### src/rtl/fault_ram_pkg.sv
// rtl/fault_ram_pkg.sv - fault mode encodings and fault configuration record
package fault_ram_pkg;

  localparam logic [2:0] MODE_NONE  = 3'd0;
  localparam logic [2:0] MODE_SA0   = 3'd1;
  localparam logic [2:0] MODE_SA1   = 3'd2;
  localparam logic [2:0] MODE_TF_UP = 3'd3;
  localparam logic [2:0] MODE_TF_DN = 3'd4;
  localparam logic [2:0] MODE_CF_IN = 3'd5;
  localparam logic [2:0] MODE_CF_ID = 3'd6;
  localparam logic [2:0] MODE_AF    = 3'd7;

  // Fields sized for the largest supported array so one record type serves every instance.
  localparam int MAX_AWIDTH = 16;
  localparam int MAX_BWIDTH = 5;

  typedef struct packed {
    logic [2:0]            mode;
    logic [MAX_AWIDTH-1:0] victim;
    logic [MAX_AWIDTH-1:0] aggr;
    logic [MAX_BWIDTH-1:0] bit_idx;
  } fault_cfg_t;

endpackage

### src/rtl/fault_ram_inject.sv
// rtl/fault_ram_inject.sv - per-write fault corruption: old/new words plus config to stored words and hit flag
module fault_ram_inject
  import fault_ram_pkg::*;
#(
  parameter int DWIDTH = 4,
  parameter int AWIDTH = 4
) (
  input  fault_cfg_t        cfg,
  input  logic [AWIDTH-1:0] wr_addr,
  input  logic [DWIDTH-1:0] data_in,
  input  logic [DWIDTH-1:0] old_word,
  input  logic [DWIDTH-1:0] victim_old,
  input  logic [DWIDTH-1:0] aggr_old,
  output logic [DWIDTH-1:0] word_out,
  output logic              extra_we,
  output logic [AWIDTH-1:0] extra_addr,
  output logic [DWIDTH-1:0] extra_word,
  output logic              hit
);

  logic [DWIDTH-1:0] mask;
  logic [DWIDTH-1:0] rising;
  logic [DWIDTH-1:0] falling;
  logic              at_victim;
  logic              at_aggr;
  logic              distinct;

  assign mask      = DWIDTH'(1) << cfg.bit_idx;
  assign rising    = ~old_word & data_in & mask;
  assign falling   = old_word & ~data_in & mask;
  assign at_victim = (MAX_AWIDTH'(wr_addr) == cfg.victim);
  assign at_aggr   = (MAX_AWIDTH'(wr_addr) == cfg.aggr);
  assign distinct  = (cfg.victim != cfg.aggr);

  always_comb begin
    word_out   = data_in;
    extra_we   = 1'b0;
    extra_addr = AWIDTH'(cfg.aggr);
    extra_word = data_in;
    hit        = 1'b0;
    case (cfg.mode)
      MODE_SA0:   if (at_victim) word_out = data_in & ~mask;
      MODE_SA1:   if (at_victim) word_out = data_in | mask;
      MODE_TF_UP: if (at_victim) word_out = data_in & ~rising;
      MODE_TF_DN: if (at_victim) word_out = data_in | falling;
      MODE_CF_IN, MODE_CF_ID: begin
        // The aggressor word itself is written normally; only the victim word is disturbed.
        if (at_aggr && distinct && (|rising)) begin
          extra_we   = 1'b1;
          extra_addr = AWIDTH'(cfg.victim);
          extra_word = (cfg.mode == MODE_CF_IN) ? (victim_old ^ mask) : (victim_old | mask);
          hit        = (extra_word != victim_old);
        end
      end
      MODE_AF: begin
        if (at_victim && distinct) begin
          extra_we   = 1'b1;
          extra_addr = AWIDTH'(cfg.aggr);
          extra_word = data_in;
          hit        = (aggr_old != data_in);
        end
      end
      default: ;
    endcase
    if (word_out != data_in) hit = 1'b1;
  end

endmodule

### src/rtl/fault_ram_array.sv
// rtl/fault_ram_array.sv - register-file RAM with one configurable injected fault and a saturating hit counter
module fault_ram_array
  import fault_ram_pkg::*;
#(
  parameter int DWIDTH = 4,
  parameter int AWIDTH = 4,
  parameter int CWIDTH = 16
) (
  input  logic                                     clk,
  input  logic                                     reset,
  input  logic                                     we,
  input  logic [AWIDTH-1:0]                        wr_addr,
  input  logic [DWIDTH-1:0]                        data_in,
  input  logic                                     re,
  input  logic [AWIDTH-1:0]                        rd_addr,
  output logic [DWIDTH-1:0]                        data_out,
  output logic                                     rd_valid,
  input  logic                                     cfg_we,
  input  logic [2:0]                               cfg_mode,
  input  logic [AWIDTH-1:0]                        cfg_victim,
  input  logic [AWIDTH-1:0]                        cfg_aggr,
  input  logic [((DWIDTH > 1) ? $clog2(DWIDTH) : 1)-1:0] cfg_bit,
  output logic [CWIDTH-1:0]                        fault_hits
);

  localparam int DEPTH = 1 << AWIDTH;

  logic [DWIDTH-1:0] mem [DEPTH];
  fault_cfg_t        cfg;
  logic [DWIDTH-1:0] word_out;
  logic              extra_we;
  logic [AWIDTH-1:0] extra_addr;
  logic [DWIDTH-1:0] extra_word;
  logic              hit;
  logic [DWIDTH-1:0] rd_mask;
  logic [DWIDTH-1:0] rd_word;

  fault_ram_inject #(
    .DWIDTH(DWIDTH),
    .AWIDTH(AWIDTH)
  ) u_inject (
    .cfg        (cfg),
    .wr_addr    (wr_addr),
    .data_in    (data_in),
    .old_word   (mem[wr_addr]),
    .victim_old (mem[AWIDTH'(cfg.victim)]),
    .aggr_old   (mem[AWIDTH'(cfg.aggr)]),
    .word_out   (word_out),
    .extra_we   (extra_we),
    .extra_addr (extra_addr),
    .extra_word (extra_word),
    .hit        (hit)
  );

  // Stuck-at bits also override reads, so words written before the mode was loaded still look stuck.
  assign rd_mask = DWIDTH'(1) << cfg.bit_idx;
  always_comb begin
    rd_word = mem[rd_addr];
    if (MAX_AWIDTH'(rd_addr) == cfg.victim) begin
      if (cfg.mode == MODE_SA0) rd_word = rd_word & ~rd_mask;
      if (cfg.mode == MODE_SA1) rd_word = rd_word | rd_mask;
    end
  end

  always_ff @(posedge clk or negedge reset) begin
    if (!reset) begin
      for (int i = 0; i < DEPTH; i++) mem[i] <= '1;
    end else if (we) begin
      mem[wr_addr] <= word_out;
      if (extra_we) mem[extra_addr] <= extra_word;
    end
  end

  always_ff @(posedge clk or negedge reset) begin
    if (!reset) begin
      data_out <= '0;
      rd_valid <= 1'b0;
    end else begin
      if (re) data_out <= rd_word;
      rd_valid <= re;
    end
  end

  always_ff @(posedge clk or negedge reset) begin
    if (!reset) begin
      cfg <= '0;
    end else if (cfg_we) begin
      cfg.mode    <= cfg_mode;
      cfg.victim  <= MAX_AWIDTH'(cfg_victim);
      cfg.aggr    <= MAX_AWIDTH'(cfg_aggr);
      cfg.bit_idx <= MAX_BWIDTH'(cfg_bit);
    end
  end

  always_ff @(posedge clk or negedge reset) begin
    if (!reset) begin
      fault_hits <= '0;
    end else if (we && hit && (fault_hits != '1)) begin
      fault_hits <= fault_hits + CWIDTH'(1);
    end
  end

endmodule

### config.mk
export PLATFORM = sky130hd
export DESIGN_NAME = fault_ram_array
export DESIGN_NICKNAME = d
export VERILOG_FILES = /design/src/rtl/fault_ram_pkg.sv /design/src/rtl/fault_ram_inject.sv /design/src/rtl/fault_ram_array.sv
export SDC_FILE = /design/constraint.sdc
export NUM_CORES = 1
export LEC_CHECK = 0
export BUFFER_PORTS_ARGS = -buffer_cell sky130_fd_sc_hd__buf_2
export CORE_UTILIZATION = 55
export CTS_CLUSTER_DIAMETER = 50
export DETAILED_ROUTE_END_ITERATION = 10
export PLACE_DENSITY = 0.76
export SETUP_SLACK_MARGIN = 0.5
export SYNTH_ARGS = -nofsm -noshare
export SYNTH_HDL_FRONTEND = slang
export SYNTH_SLANG_ARGS = --single-unit
### constraint.sdc
create_clock -name clk -period 3.27 [get_ports clk]
set_input_delay 0 -clock clk [delete_from_list [all_inputs] [get_ports clk]]
set_output_delay 0 -clock clk [all_outputs]
set_load 0.05 [all_outputs]
Word level (Yosys, flattened, before mapping). Cells that the tools add are included.

Flip-flop bits (word level): 98.

Multiplexer cells: 40. Magnitude comparators: 7. Equal/unequal tests: 15. Reductions and logical operators: 9. Bitwise gates (word level): 21. Shifts and indexed selects: 1. Add/sub/neg operators: 1.

Operator list (count): bitwise mux 64 bit (2); 2-to-1 mux 4 bit (23); binary-select mux 4 bit (select 4 bit) (4); 2-to-1 mux 64 bit (1); demux 4 bit (select 4 bit) (2); bitwise AND 4 bit (7); greater-or-equal comparator 5 bit (second input constant) (5); NOT 4 -> 5 bit (5); adder 16 x 1 -> 16 bit (second input constant) (1); inequality test 16 bit (second input constant) (1); inequality test 4 bit (4); NOT 4 bit (4); OR 4 bit (4); case mux 4 bit (4 select lines) (1); equality test 3 bit (second input constant) (4); equality test 4 bit (3); < comparator 5 x 1 -> 1 bit (second input constant) (2); logical AND 1 bit (7); equality test 3 x 2 -> 1 bit (second input constant) (2); 2-to-1 mux 1 bit (5); case mux 1 bit (2 select lines) (2); OR reduction 4 bit (1); left shift 1 x 2 -> 4 bit (first input constant) (1); XOR 4 bit (1); other kinds (2) (2).

Depth between registers and ports, before layout. Gate-level depths: netlist of the first run.

Depth after elaboration: 18. Gate-level depth with buffers: 18. Depth with buffers taken out: 14.

Hierarchy. From an unflattened synthesis of the first run, not the netlist that was laid out.

Cell total of the unflattened synthesis: 726. Area, all modules: 8257.9 um^2.

By module, submodules not included: fault_ram_array (seq. area each 2532.4 um^2, area an instance 7115.6 um^2, cells each 573, instances 1); fault_ram_inject (seq. area each 0.0 um^2, area an instance 1142.3 um^2, cells each 153, instances 1).

Worst setup path before layout of the first run. Ideal clock, no wire load.

Path kind: reg-to-reg. Start point: reg, netlist name cfg[24]. End point: reg fault_hits[1]. Stages on the path, launching flop included: 15. Data arrival time: 3.362 ns. Required time: 3.145 ns. Slack: -0.217 ns. Period minus slack after synthesis: 3.487 ns. Cells stage by stage: dfrtp_1 > buf_2 > buf_2 > mux2i_1 > a22oi_1 > o221ai_1 > mux2_2 > ha_1 > nor2_1 > a21oi_1 > xnor2_1 > o31a_1 > a2111o_1 > and2_4 > mux2_4.

Cells in the longest elaborated chain, start to end: 12. Elaborated cells on any way between the ends: 25. Classes of those cells: 4 x eq/ne; 13 x mux; 3 x bitwise; 5 x reduce/logical.

RTL lines: NOT 4 -> 5 bit (implied by the code) (line fault_ram_array.sv:46) `.victim_old (mem[AWIDTH'(cfg.victim)]),`; binary-select mux 4 bit (select 4 bit) (line fault_ram_array.sv:46); 2-to-1 mux 4 bit (implied by the code) (2 in a row) (line fault_ram_array.sv:46); OR 4 bit / XOR 4 bit (equally long branches) (line fault_ram_inject.sv:51) `extra_word = (cfg.mode == MODE_CF_IN) ? (victim_old ^ mask) : (victim_old | mask);`; 2-to-1 mux 4 bit (line fault_ram_inject.sv:51); inequality test 4 bit (line fault_ram_inject.sv:52) `hit = (extra_word != victim_old);`; 2-to-1 mux 1 bit (line fault_ram_inject.sv:48) `if (at_aggr && distinct && (|rising)) begin`; case mux 1 bit (2 select lines) (line fault_ram_inject.sv:41) `case (cfg.mode)`; 2-to-1 mux 1 bit * (line fault_ram_inject.sv:65) `if (word_out != data_in) hit = 1'b1;`; logical AND 1 bit * (2 in a row) (line fault_ram_array.sv:98) `end else if (we && hit && (fault_hits != '1)) begin`; end signal: assignment (line fault_ram_array.sv:99) `fault_hits <= fault_hits + CWIDTH'(1);`; end: declaration (line fault_ram_array.sv:23) `output logic [CWIDTH-1:0] fault_hits`.

Mark *: on every way between the ends. The rest lies on a longest branch, timed or not. The select of a mux whose other input is x is not followed. A chain may end at the register's enable or synchronous reset.

Worst setup path after layout of the first run.
Start point: reg, netlist name cfg[24]. End point: reg fault_hits[1].

Cells in the longest elaborated chain, start to end: 12. Elaborated cells on any way between the ends: 25. Classes of those cells: 4 x eq/ne; 13 x mux; 3 x bitwise; 5 x reduce/logical.

RTL lines (line): NOT 4 -> 5 bit (implied by the code) (fault_ram_array.sv:46); binary-select mux 4 bit (select 4 bit) (fault_ram_array.sv:46); 2-to-1 mux 4 bit (implied by the code) (2 in a row) (fault_ram_array.sv:46); OR 4 bit / XOR 4 bit (equally long branches) (fault_ram_inject.sv:51); 2-to-1 mux 4 bit (fault_ram_inject.sv:51); inequality test 4 bit (fault_ram_inject.sv:52); 2-to-1 mux 1 bit (fault_ram_inject.sv:48); case mux 1 bit (2 select lines) (fault_ram_inject.sv:41); 2-to-1 mux 1 bit * (fault_ram_inject.sv:65); logical AND 1 bit * (2 in a row) (fault_ram_array.sv:98).

Marked as above.

==> impl_metrics.json, run 1 <==
{
  "drive_gt1_share_pct": 47.5,
  "top_layer": "met5",
  "startpoint_type": "register",
  "hold_start": "cfg_we",
  "detail_route.first_pass.iterations": 7,
  "setup_viol": 16,
  "grt_antenna_before_repair": 4,
  "wl_met3_um": 4720,
  "design_area_um2": 10400,
  "ff2ff_path_depth": 14,
  "fillers": 965,
  "ys_ff_latch": 98,
  "dr_total_vias": 8558,
  "synthSimpleGateAreaFrac_pct": 15.3,
  "synth_area_um2": 7870,
  "coreArea_um2": 13900,
  "synth.avg_cell_area_um2": 9.91,
  "cap_violations": 0,
  "endpoint": "fault_hits[1]",
  "crit_chain": "buf_12, mux2i_1, a22oi_1, o221ai_2, mux2_2, ha_1, nor2_2, a21oi_2, xnor2_1, nand4b_1, o31a_1, a2111o_1, and2_4, mux2_4",
  "wire_per_inst_um": 29.7,
  "whs_ps": 126,
  "wl_met2_um": 14900,
  "synth_top_family_by_area": "multiplexers",
  "ys_seq_area_share_pct": 32.2,
  "synth_nets": 829,
  "hpwl_um": 24500,
  "insertion_delay_ps": 370,
  "cts_root_buf": "clkbuf_16",
  "finalCriticalPeriod_ps": 3630,
  "endpoint_kind": "register",
  "max_freq_mhz": 276,
  "die_h_um": 122,
  "cts_buffers": 9,
  "grt_pass1_vias": 8332,
  "reg2reg_to": "fault_hits[1]",
  "portBuffers": 50,
  "worstSetupPathType": "reg2reg",
  "power_leakage_uw": 0.00440,
  "clockBufferDepth": 2,
  "skew_ps": 11.5,
  "synth_ff_type": "dfstp_2",
  "final_nets": 1017,
  "viasPerCell": 7.32,
  "async_reset_ff_share_pct": 100,
  "synth_fa_ha_area_share_pct": 0.795,
  "die-area_um2": 14800,
  "final_cell_count_no_fill": 1169,
  "grtUsageTotal_pct": 48.4,
  "cp_slowest_cell": "a2111o_1",
  "p_per_area_nw_per_um2": 540,
  "cp_data_required_time_ps": 3520,
  "r2r_slack_ps": -360,
  "drt_wl_total_um": 34700,
  "slew_headroom_pct": 42.8,
  "post-route-period-util_pct": 111,
  "place_inst": 1107,
  "pin_count": 51,
  "wl_met1_um": 12200,
  "die_width_um": 122,
  "drv_slew": 0,
  "synthMuxAreaShare_pct": 23.3,
  "cpPeakStageDelay_ps": 530,
  "hold_viol_final": 0,
  "drc": 0,
  "dpl-instance-area_um2": 9190,
  "ctsHtreeMaxLevel": 3,
  "gr-total-overflow": 0,
  "synth-compound-area-share_pct": 18.9,
  "synth_edf_count": 0,
  "startpoint": "cfg[24]",
  "grt_pass1_wl_um": 50800,
  "ys_types": 69,
  "peakVddDrop_uv": 483,
  "syn_inst": 794,
  "pre_cts_slack_ps": -350,
  "arrival_ps": 3880,
  "violations": "setup timing",
  "r2r-start": "cfg[24]",
  "drt_iter0_drc": 1258,
  "fin_ws_ps": -356,
  "crit_path_max_fanout": 19,
  "clk_pin_slew_ps": 80,
  "clkSinkCount": 98,
  "hold_class": "in2reg",
  "routabilityCongestion": 1.13,
  "initial_core_util_pct": 56.5,
  "cts_tree": "yes",
  "synth_xor_xnor_area_share_pct": 4.56,
  "rows": 43,
  "setup-tns-final_ps": -4800,
  "grt_max_degree": 47,
  "ant_nets": 0,
  "status": "finished, violations left",
  "area_delta_synth_final_pct": 32.2,
  "worstMarginPinSlew_ps": 855,
  "ys_warn_count": 0,
  "rsz0062_at_grt": "yes"
}
## cells by family after synthesis
group                    count (synthesis)
AO/OA/AOI/OAI                          195
AND/OR/NAND/NOR                        249
multiplexers                           125
adder cells (fa/ha/maj)                  5
XOR/XNOR                                41
flip-flops                              98
buffers and inverters                   81
## sequential cells by signal, indices dropped and copies added (netlist names)
| signal | cells |
|---|---|
| fault_hits | 16 |
| mem | 64 |
| cfg | 13 |
| data_out | 4 |
| rd_valid | 1 |
## how the worst min path moves through the flow
stage / end / slack [ps] / depth (start not counted)
3_3_place_gp: cfg[1] / 50 / 1
4_1_cts: cfg[39] / 120 / 2
5_1_grt: cfg[5] / 140 / 2
6_report: cfg[39] / 130 / 2
3_5_place_dp: cfg[39] / 60 / 1
2_1_floorplan: cfg[0] / -300 / 0
## placed cells by master (no fill, tap or decap), types with 22 or more instances in the layout
cell     instances
buf_2           50
nand2_1         53
dfstp_2         64
mux4_2          43
nor2_1          67
nand3_1         27
mux2i_1         48
buf_6           22
xnor2_1         30
a221o_1         46
dfrtp_1         28
buf_4          141
## cell usage after synthesis, types with 17 or more instances
library cell	number	area share, %
clkbuf_1	24	1.1
mux4_2	43	12
inv_1	22	1.0
dfrtp_1	34	11
buf_2	17	1.1
mux2i_1	54	6.9
xnor2_1	33	3.7
nor2_1	71	3.4
a22oi_1	17	1.6
a221o_1	46	5.9
mux2_2	26	3.7
nor2b_1	21	1.7
o21ai_0	21	1.3
dfstp_2	64	21
nand2_1	64	3.1
a21oi_1	25	1.6
nand3_1	27	1.7
## layer usage
layer | track usage (%) | vias up
met2 | 71.5 | 781
met4 | 32.7 | 2
met3 | 16.9 | 231
li1 | - | 3418
met1 | 59.7 | 4126
met5 | 0 | -
## area by class of cell
cell class | count | area (µm²) | area share, %
Multi-Input combinational cell | 618 | 5460 | 52.5
Sequential cell | 98 | 2540 | 24.4
Timing Repair Buffer | 233 | 1800 | 17.3
Clock buffer | 9 | 225 | 2.17
Tap cell | 180 | 225 | 2.17
Inverter | 22 | 82.6 | 0.794
Clock inverter | 7 | 62.6 | 0.602
Antenna cell | 2 | 5.00 | 0.0481
## where the power goes
group / switching (µW) / total [µW] / internal (µW) / leakage (µW)
registers: 319 / 1900 / 1580 / 0.00109
clock network: 548 / 1080 / 531 / 0.000143
logic: 1390 / 2630 / 1250 / 0.00317
total: 2250 / 5610 / 3360 / 0.00440
## worst max-delay path, delay by kind of cell, from the launching register on
family,cells,cell delay (ps)
AO/OA/AOI/OAI,5,1320
multiplexers,3,760
AND/OR/NAND/NOR,3,440
flip-flops,1,400
adder cells (fa/ha/maj),1,290
buffers and inverters,1,170
XOR/XNOR,1,120
## metrics by stage
stage	total power, µW	util, %
after global placement	4050	66.0
after CTS	5350	72.9
after global routing	5740	74.6
after floorplan	3100	-
after detailed placement	4110	66.0
final	5610	74.6
## what timing repair did
action	4_1_cts	5_1_grt
setup buffers	18	6
endpoints found under the hold margin	36	0
gates cloned	3	2
endpoints found under the setup margin	80	80
pin swaps	18	12
resized for setup	97	44
hold buffers	15	0
No activity file was read; power rests on OpenSTA's default activity.
==> run 2, diff against run 1 <==
--- a/config.mk
+++ b/config.mk
@@ -5,7 +5,7 @@
 export SDC_FILE = /design/constraint.sdc
 export NUM_CORES = 1
 export LEC_CHECK = 0
-export BUFFER_PORTS_ARGS = -buffer_cell sky130_fd_sc_hd__buf_2
+export BUFFER_PORTS_ARGS = -buffer_cell sky130_fd_sc_hd__buf_4
 export CORE_UTILIZATION = 55
 export CTS_CLUSTER_DIAMETER = 50
 export DETAILED_ROUTE_END_ITERATION = 10
==> impl_metrics.json, run 2 (synthesis gave the netlist of run 1 again) <==
{
  "slew_headroom_pct": 30.9,
  "viasPerCell": 7.27,
  "cts_tree": "yes",
  "area_delta_synth_final_pct": 31.2,
  "cpPeakStageDelay_ps": 600,
  "coreArea_um2": 13900,
  "routabilityCongestion": 1.13,
  "arrival_ps": 3710,
  "skew_ps": 13.1,
  "final_nets": 1000,
  "insertion_delay_ps": 360,
  "grt_pass1_wl_um": 48700,
  "design_area_um2": 10300,
  "switching_share_pct": 39.4,
  "pre_cts_slack_ps": -421,
  "rsz0062_at_grt": "yes",
  "fillers": 985,
  "dpl-instance-area_um2": 9270,
  "hold_viol_final": 0,
  "worstMarginPinSlew_ps": 1040,
  "clk_pin_slew_ps": 70,
  "clkSinkCount": 98,
  "ctsHtreeMaxLevel": 3,
  "setup_viol": 20,
  "grt_pass1_vias": 7823,
  "cts_buffers": 9,
  "worstSetupPathType": "reg2reg",
  "reg_top3": "mem (64), fault_hits (16), cfg (13)",
  "fin_ws_ps": -205,
  "multi_input_area_um2": 5370,
  "r2r_slack_ps": -200,
  "drt_iter0_drc": 1226,
  "peakVddDrop_uv": 467,
  "largest_reg_flops": 64,
  "internal_power_uw": 3360,
  "gr-total-overflow": 0,
  "startpoint_type": "register",
  "clockBufferDepth": 2,
  "final_common_cell": "buf_4",
  "die-area_um2": 14800,
  "p_seq_share_pct": 33.7,
  "power_frac_clock_pct": 18.8,
  "wire_per_inst_um": 29.3,
  "pin_count": 51,
  "die_width_um": 122,
  "dr_total_vias": 8364,
  "cp_slowest_cell": "mux4_2",
  "max_freq_mhz": 288,
  "endpoint_kind": "register",
  "grt_antenna_before_repair": 0,
  "drv_slew": 0,
  "antenna_cells": 0,
  "drt_wl_total_um": 33700,
  "whs_ps": 75.9,
  "power_leakage_uw": 0.00434,
  "status": "finished, violations left",
  "cpMostUsedCell": "mux2i_4",
  "regMostFlops": "mem",
  "grt_max_degree": 78,
  "regArea_um2": 2530,
  "ant_nets": 0,
  "detail_route.first_pass.iterations": 6,
  "final_cell_mix": "buf_4 (185), nor2_1 (69), dfstp_2 (64)",
  "cts_root_buf": "clkbuf_16",
  "drive_gt1_share_pct": 44.8,
  "cp_data_required_time_ps": 3500,
  "power_frac_comb_pct": 47.5,
  "rows": 43,
  "finalCriticalPeriod_ps": 3470,
  "die_h_um": 122,
  "cap_violations": 0,
  "hold_class": "in2reg",
  "drc": 0,
  "crit_chain": "mux4_2, mux2i_4, nand2_1, o21ai_1, ha_1, inv_2, mux2i_4, xnor2_2, nand3_1, o31a_1, a2111o_1, and2_4, mux2_4",
  "crit_path_max_fanout": 4,
  "hpwl_um": 24200,
  "switchingPower_uw": 2180,
  "post-route-period-util_pct": 106,
  "initial_core_util_pct": 56.5,
  "p_per_area_nw_per_um2": 537,
  "portBuffers": 50,
  "violations": "setup timing",
  "grtUsageTotal_pct": 46.0
}
==> run 2: cell count changes in the layout (fill, tap and decap cells not counted), moves of 5 or more <==
cell,delta
a22oi_1,+10
a22oi_2,-10
buf_2,-50
buf_4,+44
buf_6,-14
nand2_1,+7
nand2_2,-5
nand3_1,-9
nand3_2,+9
==> run 2: timing repair <==
item	in CTS	in global routing
buffers inserted	6	13
hold buffers	15	0
gates resized for setup	40	62
pin swaps	11	20
setup endpoints to repair	80	80
cloned	0	3
endpoints found under the hold margin	52	0
==> run 2: path summary, 6_finish.rpt <==
check | startpoint | endpoint | depth (start not counted)
hold reg to reg | fault_hits[8] | fault_hits[8] | 1
setup / recovery | cfg[21] | fault_hits[1] | 13
max in group asynchronous | reset | mem[11] | 3
setup reg to reg | cfg[21] | fault_hits[1] | 13
hold / removal | cfg_we | cfg[38] | 2
min in group asynchronous | reset | cfg[0] | 2
==> run 2: cell type report <==
cell class,instances,area share [%]
Multi-Input combinational cell,616,52.0
Sequential cell,98,24.6
Timing Repair Buffer,218,17.8
Clock buffer,10,2.22
Tap cell,180,2.18
Inverter,22,0.800
Clock inverter,6,0.461
==> run 2: routing by layer <==
metal / global-route usage, % / up-vias / part of all wire (%)
met3: 12.9 / 187 / 13
li1: - / 3384 / -
met5: 0 / - / 0
met1: 60.8 / 4073 / 37
met2: 67.3 / 720 / 42
met4: 27.0 / 0 / 7.6
==> run 2: stage by stage <==
step	power, µW	cells	setup TNS [ps]	util [%]
global placement	4120	1097	-4770	66.5
floorplan	3100	794	-0.357	-
detailed placement	4170	1097	-7550	66.5
finish	5540	1150	-2100	74.1
global route	5690	1150	-5390	74.1
CTS	5330	1134	-2650	71.1
==> run 2: critical path: cells and delay by family, from the launching register on <==
kind / cells / cell delay (ps)
mux: 4 / 1220
xor+xnor: 1 / 180
flops: 1 / 450
fa+ha+maj: 1 / 250
buf+inv: 1 / 70
compound gates: 3 / 820
simple gates: 3 / 370
==> run 2: power by group through the flow <==
stage	clock network (µW)	registers [µW]	logic (µW)
2_1_floorplan	0	1930	1180
5_1_grt	1090	1880	2720
3_5_place_dp	0	1860	2310
4_1_cts	1050	1840	2440
6_report	1040	1870	2630
3_3_place_gp	0	1850	2270
==> run 3, diff against run 2 <==
--- a/config.mk
+++ b/config.mk
@@ -6,10 +6,9 @@
 export NUM_CORES = 1
 export LEC_CHECK = 0
 export BUFFER_PORTS_ARGS = -buffer_cell sky130_fd_sc_hd__buf_4
-export CORE_UTILIZATION = 55
+export CORE_UTILIZATION = 35
 export CTS_CLUSTER_DIAMETER = 50
 export DETAILED_ROUTE_END_ITERATION = 10
-export PLACE_DENSITY = 0.76
 export SETUP_SLACK_MARGIN = 0.5
 export SYNTH_ARGS = -nofsm -noshare
 export SYNTH_HDL_FRONTEND = slang
==> impl_metrics.json, run 3 (synthesis gave the netlist of run 1 again) <==
{
  "status": "finished, violations left",
  "violations": "DRC, setup timing",
  "arrival_ps": 3830,
  "final_cell_mix": "buf_4 (180), nor2_1 (70), dfstp_2 (64)",
  "peakVddDrop_uv": 233,
  "power_leakage_uw": 0.00421,
  "ant_nets": 0,
  "hold_viol_final": 0,
  "drc": 10,
  "slew_headroom_pct": 39.6,
  "cpPeakStageDelay_ps": 520,
  "largest_reg_flops": 64,
  "cap_violations": 0,
  "grt_max_degree": 68,
  "max_freq_mhz": 280,
  "die-area_um2": 23100,
  "fin_ws_ps": -299,
  "post-route-period-util_pct": 109,
  "insertion_delay_ps": 370,
  "area_delta_synth_final_pct": 29.3,
  "cp_slowest_cell": "a2111o_1",
  "die_h_um": 152,
  "initial_core_util_pct": 35.8,
  "startpoint_type": "register",
  "finalCriticalPeriod_ps": 3570,
  "grtUsageTotal_pct": 28.4,
  "cts_buffers": 9,
  "clk_pin_slew_ps": 80,
  "worstSetupPathType": "reg2reg",
  "final_nets": 989,
  "viasPerCell": 6.30,
  "crit_chain": "buf_12, buf_12, mux2i_1, a221oi_2, buf_4, o21ai_2, ha_1, inv_1, mux2i_2, xnor2_1, nand3_1, o31a_1, a2111o_1, and2_4, mux2_4",
  "antenna_cells": 0,
  "cpMostUsedCell": "buf_12",
  "portBuffers": 50,
  "hold_class": "in2reg",
  "clkSinkCount": 98,
  "ctsHtreeMaxLevel": 3,
  "worstMarginPinSlew_ps": 906,
  "final_common_cell": "buf_4",
  "detail_route.first_pass.iterations": 9,
  "dr_total_vias": 7807,
  "clockBufferDepth": 2,
  "cp_data_required_time_ps": 3530,
  "drive_gt1_share_pct": 40.8,
  "whs_ps": 40.8,
  "power_uw": 5450,
  "gr-total-overflow": 0,
  "cts_tree": "yes",
  "rsz0062_at_grt": "yes",
  "cts_root_buf": "clkbuf_16",
  "reg_top3": "mem (64), fault_hits (16), cfg (13)",
  "routabilityCongestion": 1.04,
  "skew_ps": 13.2,
  "grt_pass1_vias": 7536,
  "rows": 54,
  "setup_viol": 16,
  "crit_path_max_fanout": 8,
  "die_width_um": 152,
  "grt_pass1_wl_um": 48500,
  "drt_wl_total_um": 32500,
  "hpwl_um": 24200,
  "drv_slew": 0,
  "pin_count": 51,
  "grt_antenna_before_repair": 0,
  "pre_cts_slack_ps": -254,
  "endpoint_kind": "register",
  "p_per_area_nw_per_um2": 536,
  "drt_iter0_drc": 897,
  "coreArea_um2": 22000,
  "wire_per_inst_um": 26.2,
  "regMostFlops": "mem"
}
[run 3: worst paths after layout]
path                                startpoint        endpoint  slack [ps]  depth (start not counted)
worst max-delay path                   cfg[24]   fault_hits[1]        -300                         15
worst min-delay path                    cfg_we         cfg[38]          40                          2
worst max register to register         cfg[24]   fault_hits[1]        -300                         15
worst min register to register  fault_hits[10]  fault_hits[10]         510                          1
max in group asynchronous                reset         mem[14]        2180                          3
min in group asynchronous                reset         cfg[21]         310                          2
[run 3: final cells by class]
class                      count  area [µm²]
sequential                    98        2530
fill                        2063       11800
clock inverter                 7        78.8
clock buffer                   9         225
multi-input combinational    615        5150
inverter                      22        82.6
tap                          280         350
timing repair buffer         208        1750
[run 3: stage by stage]
stage / utilization, % / TNS [ps] / instance area (µm²) / std cells
floorplan: - / -0.357 / 7940 / 794
global placement: 43.1 / -3480 / 9470 / 1201
detailed placement: 43.1 / -4480 / 9470 / 1201
CTS: 46.2 / -1970 / 10100 / 1238
global route: 46.3 / -6530 / 10200 / 1239
finish: 46.3 / -3790 / 10200 / 1239
[run 3: metal layers]
layer  track usage (%)  wire length (µm)
met4              18.6              2150
met3              6.05              3290
met2              42.6             14300
met5              1.45                46
met1              36.9             12700
[run 3: worst max-delay path, delay by kind of cell (launching register included)]
kind	cells	cell delay [ps]
XOR/XNOR	1	170
AO/OA/AOI/OAI	4	1060
adder cells (fa/ha/maj)	1	270
multiplexers	3	660
AND/OR/NAND/NOR	2	290
buffers and inverters	4	540
flip-flops	1	480
[run 3: power by group]
part	switching, µW	total, µW	leakage (µW)	internal [µW]
Clock	569	1110	0.000148	544
Combinational	1240	2460	0.00297	1220
Sequential	305	1880	0.00109	1580
Total	2110	5450	0.00421	3340
[run 3: timing repair]
item | 4_1_cts | 5_1_grt
endpoints found under the setup margin | 80 | 80
pin swaps | 8 | 7
gates resized for setup | 46 | 5
hold buffers | 15 | 0
buffers inserted | 5 | 1
gates cloned | 1 | 0
endpoints found under the hold margin | 52 | 0
